File: src/rtl/vga_timing_pkg.sv
// vga_timing_pkg: 640x480@60 raster constants shared by the VGA timing generator and its axis counters.
// Combinational constants only; no latency or backpressure.
package vga_timing_pkg;

   localparam int COUNT_W      = 10;
   localparam int VGA_CLK_DIV  = 2;

   localparam int VGA_H_SYNC   = 96;
   localparam int VGA_H_BP     = 48;
   localparam int VGA_H_ACTIVE = 640;
   localparam int VGA_H_FP     = 16;
   localparam int VGA_H_TOTAL  = VGA_H_SYNC + VGA_H_BP + VGA_H_ACTIVE + VGA_H_FP;

   localparam int VGA_V_SYNC   = 2;
   localparam int VGA_V_BP     = 33;
   localparam int VGA_V_ACTIVE = 480;
   localparam int VGA_V_FP     = 10;
   localparam int VGA_V_TOTAL  = VGA_V_SYNC + VGA_V_BP + VGA_V_ACTIVE + VGA_V_FP;

   // Visible window, half-open [start, end)
   localparam int VGA_H_VIS_START = VGA_H_SYNC + VGA_H_BP;
   localparam int VGA_H_VIS_END   = VGA_H_VIS_START + VGA_H_ACTIVE;
   localparam int VGA_V_VIS_START = VGA_V_SYNC + VGA_V_BP;
   localparam int VGA_V_VIS_END   = VGA_V_VIS_START + VGA_V_ACTIVE;

endpackage

File: src/rtl/vga_axis_counter.sv
// vga_axis_counter: wrap counter for one raster axis with registered sync/active decode of the next count.
// Decode flags line up with count in the same cycle; free-running on inc, no backpressure.
module vga_axis_counter
   import vga_timing_pkg::*;
#(
   parameter int SYNC   = VGA_H_SYNC,
   parameter int BP     = VGA_H_BP,
   parameter int ACTIVE = VGA_H_ACTIVE,
   parameter int FP     = VGA_H_FP
) (
   input  logic               clk,
   input  logic               rst_n,
   input  logic               inc,
   output logic [COUNT_W-1:0] count,
   output logic               wrap,
   output logic               sync_n,
   output logic               active
);

   localparam int TOTAL = SYNC + BP + ACTIVE + FP;
   localparam logic [COUNT_W-1:0] LAST     = COUNT_W'(TOTAL - 1);
   localparam logic [COUNT_W-1:0] SYNC_END = COUNT_W'(SYNC);
   localparam logic [COUNT_W-1:0] VIS_LO   = COUNT_W'(SYNC + BP);
   localparam logic [COUNT_W-1:0] VIS_HI   = COUNT_W'(SYNC + BP + ACTIVE);

   logic [COUNT_W-1:0] count_nxt;

   assign wrap = inc && (count == LAST);

   always_comb begin
      count_nxt = count;
      if (wrap) begin
         count_nxt = '0;
      end else if (inc) begin
         count_nxt = count + COUNT_W'(1);
      end
   end

   // Decoding the next value keeps the flags in step with count, with no gap between ticks
   always_ff @(posedge clk) begin
      if (!rst_n) begin
         count  <= '0;
         sync_n <= 1'b0;
         active <= 1'b0;
      end else begin
         count  <= count_nxt;
         sync_n <= (count_nxt >= SYNC_END);
         active <= (count_nxt >= VIS_LO) && (count_nxt < VIS_HI);
      end
   end

endmodule

File: src/rtl/vga_timing_gen.sv
// vga_timing_gen: VGA raster timing (hcount/vcount, syncs, display_pixel, frame_start); VGA_FRAME_COUNT_EN adds frame_count.
// Outputs registered and mutually aligned, advancing one clk after each pix_tick; free-running, no backpressure.
module vga_timing_gen
   import vga_timing_pkg::*;
#(
   parameter int CLK_DIV  = VGA_CLK_DIV,
   parameter int H_SYNC   = VGA_H_SYNC,
   parameter int H_BP     = VGA_H_BP,
   parameter int H_ACTIVE = VGA_H_ACTIVE,
   parameter int H_FP     = VGA_H_FP,
   parameter int V_SYNC   = VGA_V_SYNC,
   parameter int V_BP     = VGA_V_BP,
   parameter int V_ACTIVE = VGA_V_ACTIVE,
   parameter int V_FP     = VGA_V_FP
) (
   input  logic               clk,
   input  logic               rst_n,
   output logic               pix_tick,
   output logic [COUNT_W-1:0] hcount,
   output logic [COUNT_W-1:0] vcount,
   output logic               hsync,
   output logic               vsync,
   output logic               display_pixel,
   output logic               frame_start
`ifdef VGA_FRAME_COUNT_EN
   ,
   output logic [15:0]        frame_count
`endif
);

   localparam int H_TOTAL = H_SYNC + H_BP + H_ACTIVE + H_FP;
   localparam int V_TOTAL = V_SYNC + V_BP + V_ACTIVE + V_FP;
   localparam int DIV_W   = (CLK_DIV > 1) ? $clog2(CLK_DIV) : 1;
   localparam logic [DIV_W-1:0] DIV_LAST = DIV_W'(CLK_DIV - 1);

   if (H_TOTAL > 1024 || V_TOTAL > 1024 || CLK_DIV < 1) begin : g_bad_cfg
      $error("vga_timing_gen: H_TOTAL/V_TOTAL must be <= 1024 and CLK_DIV >= 1");
   end

   logic [DIV_W-1:0] div_cnt;
   logic [DIV_W-1:0] div_nxt;
   logic             h_wrap;
   logic             v_wrap;
   logic             h_active;
   logic             v_active;

   assign div_nxt = (div_cnt == DIV_LAST) ? '0 : div_cnt + DIV_W'(1);

   // pix_tick is looked ahead one clk so it is a clean register, high while div_cnt is at its last phase
   always_ff @(posedge clk) begin
      if (!rst_n) begin
         div_cnt  <= '0;
         pix_tick <= 1'b0;
      end else begin
         div_cnt  <= div_nxt;
         pix_tick <= (div_nxt == DIV_LAST);
      end
   end

   vga_axis_counter #(
      .SYNC   (H_SYNC),
      .BP     (H_BP),
      .ACTIVE (H_ACTIVE),
      .FP     (H_FP)
   ) u_h (
      .clk    (clk),
      .rst_n  (rst_n),
      .inc    (pix_tick),
      .count  (hcount),
      .wrap   (h_wrap),
      .sync_n (hsync),
      .active (h_active)
   );

   vga_axis_counter #(
      .SYNC   (V_SYNC),
      .BP     (V_BP),
      .ACTIVE (V_ACTIVE),
      .FP     (V_FP)
   ) u_v (
      .clk    (clk),
      .rst_n  (rst_n),
      .inc    (h_wrap),
      .count  (vcount),
      .wrap   (v_wrap),
      .sync_n (vsync),
      .active (v_active)
   );

   // Both flags are registers updated on the same edge, so their AND is stable all cycle
   assign display_pixel = h_active & v_active;

   always_ff @(posedge clk) begin
      if (!rst_n) begin
         frame_start <= 1'b0;
      end else begin
         frame_start <= v_wrap;
      end
   end

`ifdef VGA_FRAME_COUNT_EN
   always_ff @(posedge clk) begin
      if (!rst_n) begin
         frame_count <= '0;
      end else if (v_wrap) begin
         frame_count <= frame_count + 16'd1;
      end
   end
`endif

endmodule
File: config.mk
export PLATFORM = sky130hd
export DESIGN_NAME = vga_timing_gen
export DESIGN_NICKNAME = d
export VERILOG_FILES = /design/src/rtl/vga_timing_pkg.sv /design/src/rtl/vga_axis_counter.sv /design/src/rtl/vga_timing_gen.sv
export SDC_FILE = /design/constraint.sdc
export NUM_CORES = 1
export LEC_CHECK = 0
export CAP_MARGIN = 10
export CORE_ASPECT_RATIO = 1.75
export CORE_MARGIN = 1
export CORE_UTILIZATION = 40
export DETAILED_ROUTE_END_ITERATION = 8
export PLACE_DENSITY = 0.73
export SETUP_SLACK_MARGIN = 0.02
export SLEW_MARGIN = 15
export SYNTH_ARGS = -nofsm -noshare
export SYNTH_HDL_FRONTEND = slang
export SYNTH_SLANG_ARGS = --single-unit
File: constraint.sdc
create_clock -name clk -period 3.27 [get_ports clk]
set_input_delay 0.654 -clock clk [delete_from_list [all_inputs] [get_ports clk]]
set_output_delay 0.654 -clock clk [all_outputs]
set_load 0.05 [all_outputs]
======== Word-level counts from Yosys, hierarchy flattened ========
Index checks and enable logic that the tools add are counted.
Widths: inputs -> output; s select.
storage, ports and cells
  bits in registers ....................... 26
  output and inout port bits .............. 25
  bits of input ports ..................... 2
cells by class
  magnitude comparators ................... 6
  multiplexer cells ....................... 4
  eq/ne operators ......................... 2
  reductions and logical operators ........ 5
  bitwise gates (word level) .............. 2
  add/sub/neg operators ................... 3
operators by type and width
  cell                   count
  $mux 10                4
  $add 10x1->10 const B  2
  $eq 10x10->1 const B   2
  $lt 10x10->1 const B   2
  $ge 10x2->1 const B    1
  $ge 10x6->1 const B    1
  $ge 10x7->1 const B    1
  $ge 10x8->1 const B    1
  $logic_and 1x1->1      4
  $reduce_or 2->1        1
  $add 1x1->1 const B    1
  $and 1x1->1            1
  $not 1->1              1

======== Logic depth before layout (Yosys ltp) ========
Gate-level depths: netlist (run 1).
  word-level depth ........................ 6
  depth in mapped cells ................... 9
  mapped depth without buffers ............ 8

======== Hierarchy ========
A second synthesis (run 1) with hierarchy kept.
unflattened totals
  cell total of the unflattened synthesis .. 156
  area total of the unflattened synthesis .. 1,450.1 µm²
modules (own cells, without submodules)
  module                  times used  area an instance (µm²)  cells an instance
  vga_axis_counter (u_v)  1           724.4                   82
  vga_axis_counter (u_h)  1           659.4                   69
  vga_timing_gen          1           66.3                    5

======== Worst setup path after synthesis (run 1) ========
No wires, ideal clock.
  path kind ............................... register to register
  start ................................... reg u_h.count[0]
  end ..................................... reg u_v.active
  data required time ...................... 3.202 ns
  data arrival time ....................... 2.259 ns
  buffers on the path ..................... 1
  clock period less this slack ............ 2.327 ns
  cell stages (with the launch flop) ...... 9
  path slack .............................. 0.943 ns
  cell sequence ........................... dfxtp_1 -> ha_1 -> buf_2 -> nand4_1 -> or4_4 -> a21oi_2 -> o21ai_1 -> a21o_1 -> a21oi_2
on the way
  word-level cells in the longest chain between the ends .. 6
RTL lines
  item                                                 line                                            source
  start, declared                                      vga_axis_counter.sv:14                          output logic [COUNT_W-1:0] count,
  start signal, assigned                               vga_axis_counter.sv:46                          count <= count_nxt;
  $eq 10x10->1 *                                       vga_axis_counter.sv:28                          assign wrap = inc && (count == LAST);
  $logic_and 1x1->1 *                                  vga_axis_counter.sv:28
  $mux 10 / $logic_and 1x1->1 (equally long branches)  vga_axis_counter.sv:34, vga_axis_counter.sv:28
  $mux 10 *                                            vga_axis_counter.sv:32                          if (wrap) begin
  $ge 10x6->1 / $lt 10x10->1 (equally long branches)   vga_axis_counter.sv:48                          active <= (count_nxt >= VIS_LO) && (count_nxt < VIS_HI);
  $logic_and 1x1->1 *                                  vga_axis_counter.sv:48
  end signal, assigned                                 vga_axis_counter.sv:48
  end, declared                                        vga_axis_counter.sv:17                          output logic active
Mark *: on every way between the ends. The rest lies on a longest branch, timed or not.
A chain may end at the register's enable or synchronous reset.

======== Final worst setup path (run 1) ========
  start ................................... reg u_h.count[6]
  end ..................................... out hcount[6]
RTL lines
  item           line                  source
  end, declared  vga_timing_gen.sv:19  output logic [COUNT_W-1:0] hcount,
No word-level cell between the ends.

==> results of run 1 <==
[cell families (layout without fill, tap and decap cells)]
logic type      count (synthesis)  count (layout)
simple gates                   88              88
flops                          26              26
compound gates                 24              24
xor+xnor                       15              15
buf+inv                        10              34
fa+ha+maj                       3               3
mux                             2               2
[area by class of cell]
cell class	count	area, um^2
clock inverter	1	30.0
clock buffer	3	41.3
multi-input combinational	132	852
fill	342	1620
timing repair buffer	26	260
sequential	26	520
inverter	4	15.0
tap	45	56.3
[state kept, by name (all words and copies together), names as in the netlist]
name and cells:
u_h.sync_n 1, u_v.sync_n 1, u_v.active 1, u_h.count 10, u_v.count 10, div_cnt 1
frame_start 1, u_h.active 1
[synth_stat cells, types with 2 or more instances]
cell type,instances
nor4_2,2
a21oi_2,2
and3_4,2
and3_1,2
mux2i_1,2
buf_4,2
nand3_1,7
xnor2_1,6
a21oi_1,6
o21ai_0,3
a21o_1,2
and2_1,4
nor3_1,5
a211oi_1,2
dfxtp_1,26
nor2_4,2
nor2_1,28
nand4_1,6
inv_1,4
nand2_1,17
ha_1,3
xor2_1,9
[stage by stage]
stage | setup WS [ps] | cell area, um^2 | hold WS (ps) | std cells
finish | 926 | 1780 | 557 | 237
global route | 882 | 1780 | 599 | 237
CTS | 926 | 1780 | 562 | 237
detailed placement | 1100 | 1700 | 535 | 233
global placement | 1100 | 1700 | 537 | 233
floorplan | 943 | 1420 | 760 | 168
[layout by cell type (no fill, tap or decap), drive strengths merged, types with 2 or more instances in the layout]
master	Yosys	layout
a211oi	2	2
a21o	2	2
a21oi	8	8
and2	4	4
and3	4	4
clkbuf	2	3
clkdlybuf4s50	0	26
dfxtp	26	26
ha	3	3
inv	4	4
mux2i	2	2
nand2	18	18
nand3	7	7
nand4	8	8
nor2	30	30
nor3	5	5
nor4	2	2
o21ai	4	4
or4	2	2
xnor2	6	6
xor2	9	9
[where the power goes]
| part | switching [mW] | internal (mW) | leakage [nW] |
|---|---|---|---|
| Sequential | 0.00508 | 0.320 | 0.210 |
| Combinational | 0.0204 | 0.0100 | 0.405 |
| Clock | 0.105 | 0.164 | 0.0357 |
[worst min path at each step]
stage / startpoint / to / depth (start not counted)
final: div_cnt$_SDFF_PP0_ / div_cnt$_SDFF_PP0_ / 1
after global routing: div_cnt$_SDFF_PP0_ / div_cnt$_SDFF_PP0_ / 1
after CTS: div_cnt$_SDFF_PP0_ / div_cnt$_SDFF_PP0_ / 1
after detailed placement: div_cnt$_SDFF_PP0_ / div_cnt$_SDFF_PP0_ / 1
after global placement: div_cnt$_SDFF_PP0_ / div_cnt$_SDFF_PP0_ / 1
after floorplan: u_v.count[1]$_SDFF_PN0_ / u_v.count[1]$_SDFF_PN0_ / 2
[per-layer routing]
metal,global-route usage,share of wire,vias up
li1,-,-,639
met1,0.187,0.39,590
met2,0.367,0.56,24
met3,0.0222,0.028,5
met4,0.0686,0.015,0
met5,0,0,-
[worst reg2reg max path: stages (launching register included)]
cell	delay, ps
dfxtp_1	420
ha_1	370
nand4_1	220
or4_4	530
a21oi_2	180
o21ai_1	90
a21o_1	200
a21oi_2	130
==> results.md, run 1 <==
- First-pass GRT wire length: 5180 um
- Die Span Y: 80.8 um
- Post-synthesis simple-gate area fraction: 0.351
- Required time worst endpoint: 2620 ps
- Post-layout util: 0.522
- Crit end category: primary output
- Width of the chip: 47.0 um
- DRT Pass-1 Iters: 4
- Critical path class: register to primary output
- Relative slew slack: 0.662
- Total congestion overflow: 0
- Sink Count: 26
- CTS clk-pin slew, worst paths: 100 ps
- Antenna violations before repair: 0
- Core region area: 3400 um^2
- Worst Setup SP: u_h.count[6]$_SDFF_PN0_
- CTS tree: done
- Sequential share of the synthesized area: 0.367
- Worst-Skew Late Latency: 280 ps
- Ys flop type: dfxtp_1
- Worst path max stage delay: 870 ps
- Avg Inst Size Synth: 8.45 um^2
- Post-synth top area share: 0.367
- Synth Warn #: 0
- RSZ-0062 raised after global routing: no
- Most area-hungry cell type in the Yosys netlist: dfxtp_1
- Starting Density: 0.418
- Cell variety after synth: 48
- Maximum VDD drop: 324 uV
- Via-to-Cell Ratio: 5.31
- DP Wirelength: 2390 um
- Cell area after synthesis: 1420 um^2
- Family with the most delay on the worst path: buffers and inverters
- I/O pin count: 27
- CP Max Fanout: 8
- Slowest-stage cell, CP: clkdlybuf4s50_1
- Final Slew Violations: 0
- Startpoint types: register
- Synthesized flop and latch total: 26
- Final worst path period need: 2340 ps
- Post-synth EDFFs: 0
- Post-CTS Hold Fix Bufs: 0
- Reg2reg start: u_h.count[0]$_SDFF_PN0_
- Final Hold Viols: 0
- Clock skew: 9.19 ps
- Layout area overhead: 25.0%
- Async S/R FF share, synth: 0
- Port bufs: 26
- CP endpoint: hcount[6]
- DRC Markers: 0
- Nets@finish: 198
- Die area: 3800 um^2
- Wirelength per Cell: 13.1 um
- Cell Rows: 28
- Largest net degree at the start of global routing: 16
- Htree depth: 1
- Post-cts resize count: 0
- Critical path depth: 1
- Final setup viols: 0
- Largest cells by area after synthesis: dfxtp_1 (37%), nor2_1 (7.4%), xor2_1 (5.6%)
- WP data arrival: 1690 ps
- Cells after synthesis: 168
- Post-Synth XOR/XNOR Area: 0.0925
- Clock Tree Buf Depth: 2
- Final worst-path cycle share: 0.717
- Routability congestion estimate from global placement: 0.780
- 1st-iter DRT viols: 24
- Number of buffers created by CTS: 3
- Main combinational cell family by area after synthesis: simple AND/OR/NAND/NOR gates
- Vias: 1258
- Post-route antenna net violation count: 0
- CP Buf/Inv Count: 1
- Total Negative Setup Slacks: 0 ps
- Reg2reg end: u_v.active$_SDFF_PN0_
- Layout cells sized above 1: 0.0990
- Vias in the first global route: 1207
- Leak pwr: 0.650 nW
- Power Density: 351 nW/um^2
- Drt total wl: 3100 um
- Adder-cell share of the synthesized area: 0.0264
- Gr usage total: 0.188
- Clock root cell: clkbuf_8
- Peak Freq: 0.427 GHz
- Reg2reg path depth: 7
- Max Cap Viol: 0
- Slew @ Worst Pin: 502 ps
- # Post-CTS Setup Buffers: 0
- Worst min path class: register to register
- # diodes: 0
- Mux cell area share after synthesis: 0.0141
- Syn Nets: 173
- R2R setup slack: 1090 ps
- Pwr Total: 0.624 mW
- Worst-path cell chain: clkdlybuf4s50_1
- Post-synthesis compound-gate area fraction: 0.116
- Run status: complete, no violations
(Power assumes the default switching activity.)
==> inputs of run 2 (changes only) <==
Clock period 3.27 ns to 2.4 ns, I/O delays scaled along.
==> results.md, run 2 (same netlist as run 1, synthesis figures left out) <==
- Peak Freq: 0.459 GHz
- Port bufs: 26 (unchanged)
- Total congestion overflow: 0 (unchanged)
- Register area: 520 um^2 (unchanged)
- Leak pwr: 0.657 nW (+1.0%)
- Drt total wl: 3210 um (+3.3%)
- CP Max Fanout: 9 (+1)
- Final cell count without fillers: 240 (+1.3%)
- # Post-CTS Setup Buffers: 0 (unchanged)
- DRC Markers: 0 (unchanged)
- Gr usage total: 0.198 (+0.00952)
- Number of buffers created by CTS: 3 (unchanged)
- # fillers: 351 (+2.6%)
- Final Slew Violations: 0 (unchanged)
- Final setup viols: 0 (unchanged)
- Dpl cells: 237 (+1.7%)
- Most common cell after layout, fill and taps aside: nor2_1
- Slowest-stage cell, CP: clkdlybuf4s50_1
- Run status: complete, no violations
- Core region area: 3400 um^2 (unchanged)
- Largest regs: u_h.count (10), u_v.count (10)
- Worst-Skew Late Latency: 270 ps (about the same)
- Width of the chip: 47.0 um (unchanged)
- First-pass GRT wire length: 5510 um (+6.4%)
- I/O pin count: 27 (unchanged)
- # diodes: 0 (unchanged)
- Htree depth: 1 (unchanged)
- Clock Tree Buf Depth: 2 (unchanged)
- Relative slew slack: 0.652 (-0.0101)
- Maximum VDD drop: 358 uV (+10%)
- Post-cts resize count: 0 (unchanged)
- Routability congestion estimate from global placement: 0.826 (+5.9%)
- Worst path max stage delay: 870 ps (about the same)
- Startpoint types: register
- Largest net degree at the start of global routing: 14 (-2)
- Worst min path class: register to register
- Layout cells sized above 1: 0.113 (+0.0139)
- Final worst-path cycle share: 0.907
- Cell Rows: 28 (unchanged)
- DRT Pass-1 Iters: 4 (unchanged)
- Worst-path cell chain: clkdlybuf4s50_1
- Nets@finish: 202 (+2.0%)
- Vias in the first global route: 1235 (+2.3%)
- Clock root cell: clkbuf_8
- Via-to-Cell Ratio: 5.27 (-0.70%)
- Required time worst endpoint: 1920 ps (-700 ps)
- Crit end category: primary output
- Wirelength per Cell: 13.4 um (+2.0%)
- Vias: 1265 (+0.56%)
- Clock skew: 5.89 ps (-3.30 ps)
- Final Hold Viols: 0 (unchanged)
- Layout area overhead: 25.0% (unchanged)
- CTS clk-pin slew, worst paths: 90 ps (about the same)
- Slew @ Worst Pin: 517 ps (+15.0 ps)
- Commonest non-fill, non-tap cells in the layout: nor2_1 (28), dfxtp_1 (26), clkdlybuf4s50_1 (26)
- 1st-iter DRT viols: 25 (+4.2%)
- Sink Count: 26 (unchanged)
- Die Span Y: 80.8 um (unchanged)
- WP data arrival: 1700 ps (about the same)
- CTS tree: done
- Final worst path period need: 2180 ps
- Post-CTS Hold Fix Bufs: 0 (unchanged)
- Power Density: 414 nW/um^2 (+18%)
- RSZ-0062 raised after global routing: no
- Family with the most delay on the worst path: buffers and inverters
- DP Wirelength: 2490 um (+4.1%)
- Critical path class: register to primary output
- Multi-input logic area: 852 um^2 (unchanged)
- Starting Density: 0.418 (unchanged)
- Post-route antenna net violation count: 0 (unchanged)
- Total Negative Setup Slacks: 0 ps (unchanged)
- Die area: 3800 um^2 (unchanged)
- Max Cap Viol: 0 (unchanged)
- CP Buf/Inv Count: 1 (unchanged)
- Antenna violations before repair: 0 (unchanged)
[run 2: changes by cell type in the layout (fill, tap and decap cells not counted), sizes merged]
cell	before	now
buf	0	4
bufinv	1	0
[run 2: per-stage QoR]
step	hold WS, ps	utilization	power, mW	setup WS [ps]	cell area (um^2)
CTS	583	0.522	0.742	213	1780
floorplan	602	-	0.481	73.4	1420
detailed placement	571	0.510	0.499	307	1730
global route	614	0.522	0.752	136	1780
global placement	553	0.510	0.499	331	1730
finish	578	0.522	0.735	222	1780
[run 2: routing by layer]
| layer | vias to the layer above | global-route usage | part of all wire |
|---|---|---|---|
| li1 | 648 | - | - |
| met4 | 0 | 0.0886 | 0.019 |
| met1 | 590 | 0.205 | 0.39 |
| met3 | 5 | 0.0222 | 0.024 |
| met5 | - | 0 | 0 |
| met2 | 22 | 0.369 | 0.57 |
[run 2: layout make-up]
type,instances,share of cell area
multi-input cells,132,0.480
flip-flops and latches,26,0.293
repair buffers,30,0.163
well taps,45,0.0317
clock buffers,3,0.0233
inverters,4,0.00846
[run 2: final timing paths]
path	startpoint	to	slack [ps]	cells after the start
hold reg to reg	u_h.count[1]$_SDFF_PN0_	u_h.count[1]$_SDFF_PN0_	580	2
setup reg to reg	u_h.count[0]$_SDFF_PN0_	u_v.active$_SDFF_PN0_	270	7
setup / recovery	u_h.count[5]$_SDFF_PN0_	hcount[5]	220	1
hold / removal	u_h.count[1]$_SDFF_PN0_	u_h.count[1]$_SDFF_PN0_	580	2
[run 2: power breakdown]
group | switching [mW] | total, mW | leakage (nW) | internal (mW)
Sequential | 0.00500 | 0.440 | 0.210 | 0.435
Clock | 0.135 | 0.247 | 0.0216 | 0.113
Combinational | 0.0311 | 0.0479 | 0.425 | 0.0167
==> inputs of run 3 (changes only) <==
Settings changed: CORE_UTILIZATION 40 to 51, PLACE_DENSITY 0.73 to 0.88, SLEW_MARGIN 15 to not set.
==> results.md, run 3 (same netlist as run 1, synthesis figures left out) <==
- Run status: complete, no violations
- Clock root cell: clkbuf_8
- # diodes: 0 (unchanged)
- Power Density: 480 nW/um^2 (+16%)
- Peak Freq: 0.450 GHz (-2.0%)
- Required time worst endpoint: 1920 ps (about the same)
- WP data arrival: 1740 ps (+40 ps)
- Family with the most delay on the worst path: buffers and inverters
- Nets@finish: 199 (-1.5%)
- Routability congestion estimate from global placement: 0.891 (+7.9%)
- Largest net degree at the start of global routing: 16 (+2)
- RSZ-0062 raised after global routing: no
- Final cell count without fillers: 220 (-8.3%)
- CP Max Fanout: 9 (unchanged)
- Leak pwr: 0.655 nW (-0.26%)
- Worst min path class: register to register
- Worst-Skew Late Latency: 270 ps (about the same)
- Layout cells sized above 1: 0.109 (-0.00401)
- Die Span Y: 71.8 um (-11%)
- Dpl cells: 216 (-8.9%)
- Gr usage total: 0.247 (+0.0498)
- CTS clk-pin slew, worst paths: 90 ps (about the same)
- Vias: 1309 (+3.5%)
- Die area: 3010 um^2 (-21%)
- Width of the chip: 41.9 um (-11%)
- Final worst-path cycle share: 0.926 (+0.0189)
- Layout area overhead: 24.3%
- CTS tree: done
- I/O pin count: 27 (unchanged)
- Commonest non-fill, non-tap cells in the layout: nor2_1 (28), dfxtp_1 (26), clkdlybuf4s50_1 (26)
- Post-DP Area: 1690 um^2 (-2.6%)
- First-pass GRT wire length: 5800 um (+5.3%)
- DRC Markers: 0 (unchanged)
- Worst path max stage delay: 880 ps (about the same)
- Relative slew slack: 0.640 (-0.0124)
- Final worst path period need: 2220 ps (+45.3 ps)
- Startpoint types: register
- 1st-iter DRT viols: 45 (+80%)
- Worst-path cell chain: clkdlybuf4s50_1
- Slew @ Worst Pin: 536 ps (+18.4 ps)
- Cell Rows: 25 (-11%)
- Starting Density: 0.534 (+0.116)
- Maximum VDD drop: 415 uV (+16%)
- Clock Tree Buf Depth: 2 (unchanged)
- Most common cell after layout, fill and taps aside: nor2_1
- Crit end category: primary output
- Final setup viols: 0 (unchanged)
- Largest regs: u_h.count (10), u_v.count (10)
- Sink Count: 26 (unchanged)
- DRT Pass-1 Iters: 4 (unchanged)
- Number of buffers created by CTS: 3 (unchanged)
- Total Negative Setup Slacks: 0 ps (unchanged)
- Antenna violations before repair: 0 (unchanged)
- Clock skew: 7.31 ps (+1.42 ps)
- Slowest-stage cell, CP: clkdlybuf4s50_1
- Wirelength per Cell: 15.3 um (+15%)
- Final Slew Violations: 0 (unchanged)
- Port bufs: 26 (unchanged)
- Post-route antenna net violation count: 0 (unchanged)
- Via-to-Cell Ratio: 5.95 (+13%)
- Core region area: 2660 um^2 (-22%)
- Final Hold Viols: 0 (unchanged)
- Post-CTS Hold Fix Bufs: 0 (unchanged)
- Total congestion overflow: 0 (unchanged)
- Vias in the first global route: 1341 (+8.6%)
- DP Wirelength: 2560 um (+2.9%)
- Drt total wl: 3370 um (+5.1%)
- Critical path class: register to primary output
- Fin area: 1770 um^2 (-0.56%)
- Max Cap Viol: 0 (unchanged)
- Htree depth: 1 (unchanged)
- CP Buf/Inv Count: 1 (unchanged)
==> run 3: changes by cell type in the layout (fill, tap and decap cells not counted), sizes merged <==
cell,before,now
bufinv,0,1
buf,4,1
==> run 3: final timing paths <==
path	from	cells past startpoint	slack, ps	endpoint
max	u_h.count[5]$_SDFF_PN0_	1	180	hcount[5]
min	div_cnt$_SDFF_PP0_	1	570	div_cnt$_SDFF_PP0_
max reg2reg	u_h.count[0]$_SDFF_PN0_	7	260	u_v.active$_SDFF_PN0_
min reg2reg	div_cnt$_SDFF_PP0_	1	570	div_cnt$_SDFF_PP0_
==> run 3: what timing repair did <==
| item | CTS | global route |
|---|---|---|
| endpoints found under the setup margin | 0 | 1 |
| buffers inserted | 0 | 0 |
| gates resized for setup | 0 | 1 |
==> run 3: layer usage <==
layer	global-route usage	wire, um
met4	0.190	174
met5	0	0
met3	0.0327	129
met2	0.455	1810
met1	0.240	1260
==> run 3: layout make-up <==
class / instances / area (um^2)
flip-flops and latches: 26 / 520
inverters: 4 / 15.0
clock inverters: 1 / 30.0
repair buffers: 27 / 268
clock buffers: 3 / 41.3
well taps: 27 / 33.8
fillers: 219 / 893
multi-input cells: 132 / 857
==> run 3: through the flow <==
step / hold WS, ps / utilization / power, mW / setup slack (ps)
final: 569 / 0.664 / 0.848 / 177
after detailed placement: 554 / 0.635 / 0.497 / 206
after CTS: 571 / 0.662 / 0.856 / 184
after floorplan: 602 / - / 0.481 / 73.4
after global placement: 531 / 0.635 / 0.495 / 364
after global routing: 608 / 0.664 / 0.880 / 66.5
==> run 3: where the power goes <==
group | internal [mW] | total (mW) | switching, mW
Clock | 0.223 | 0.361 | 0.138
Combinational | 0.0149 | 0.0438 | 0.0289
Sequential | 0.435 | 0.443 | 0.00778
Total | 0.674 | 0.848 | 0.175
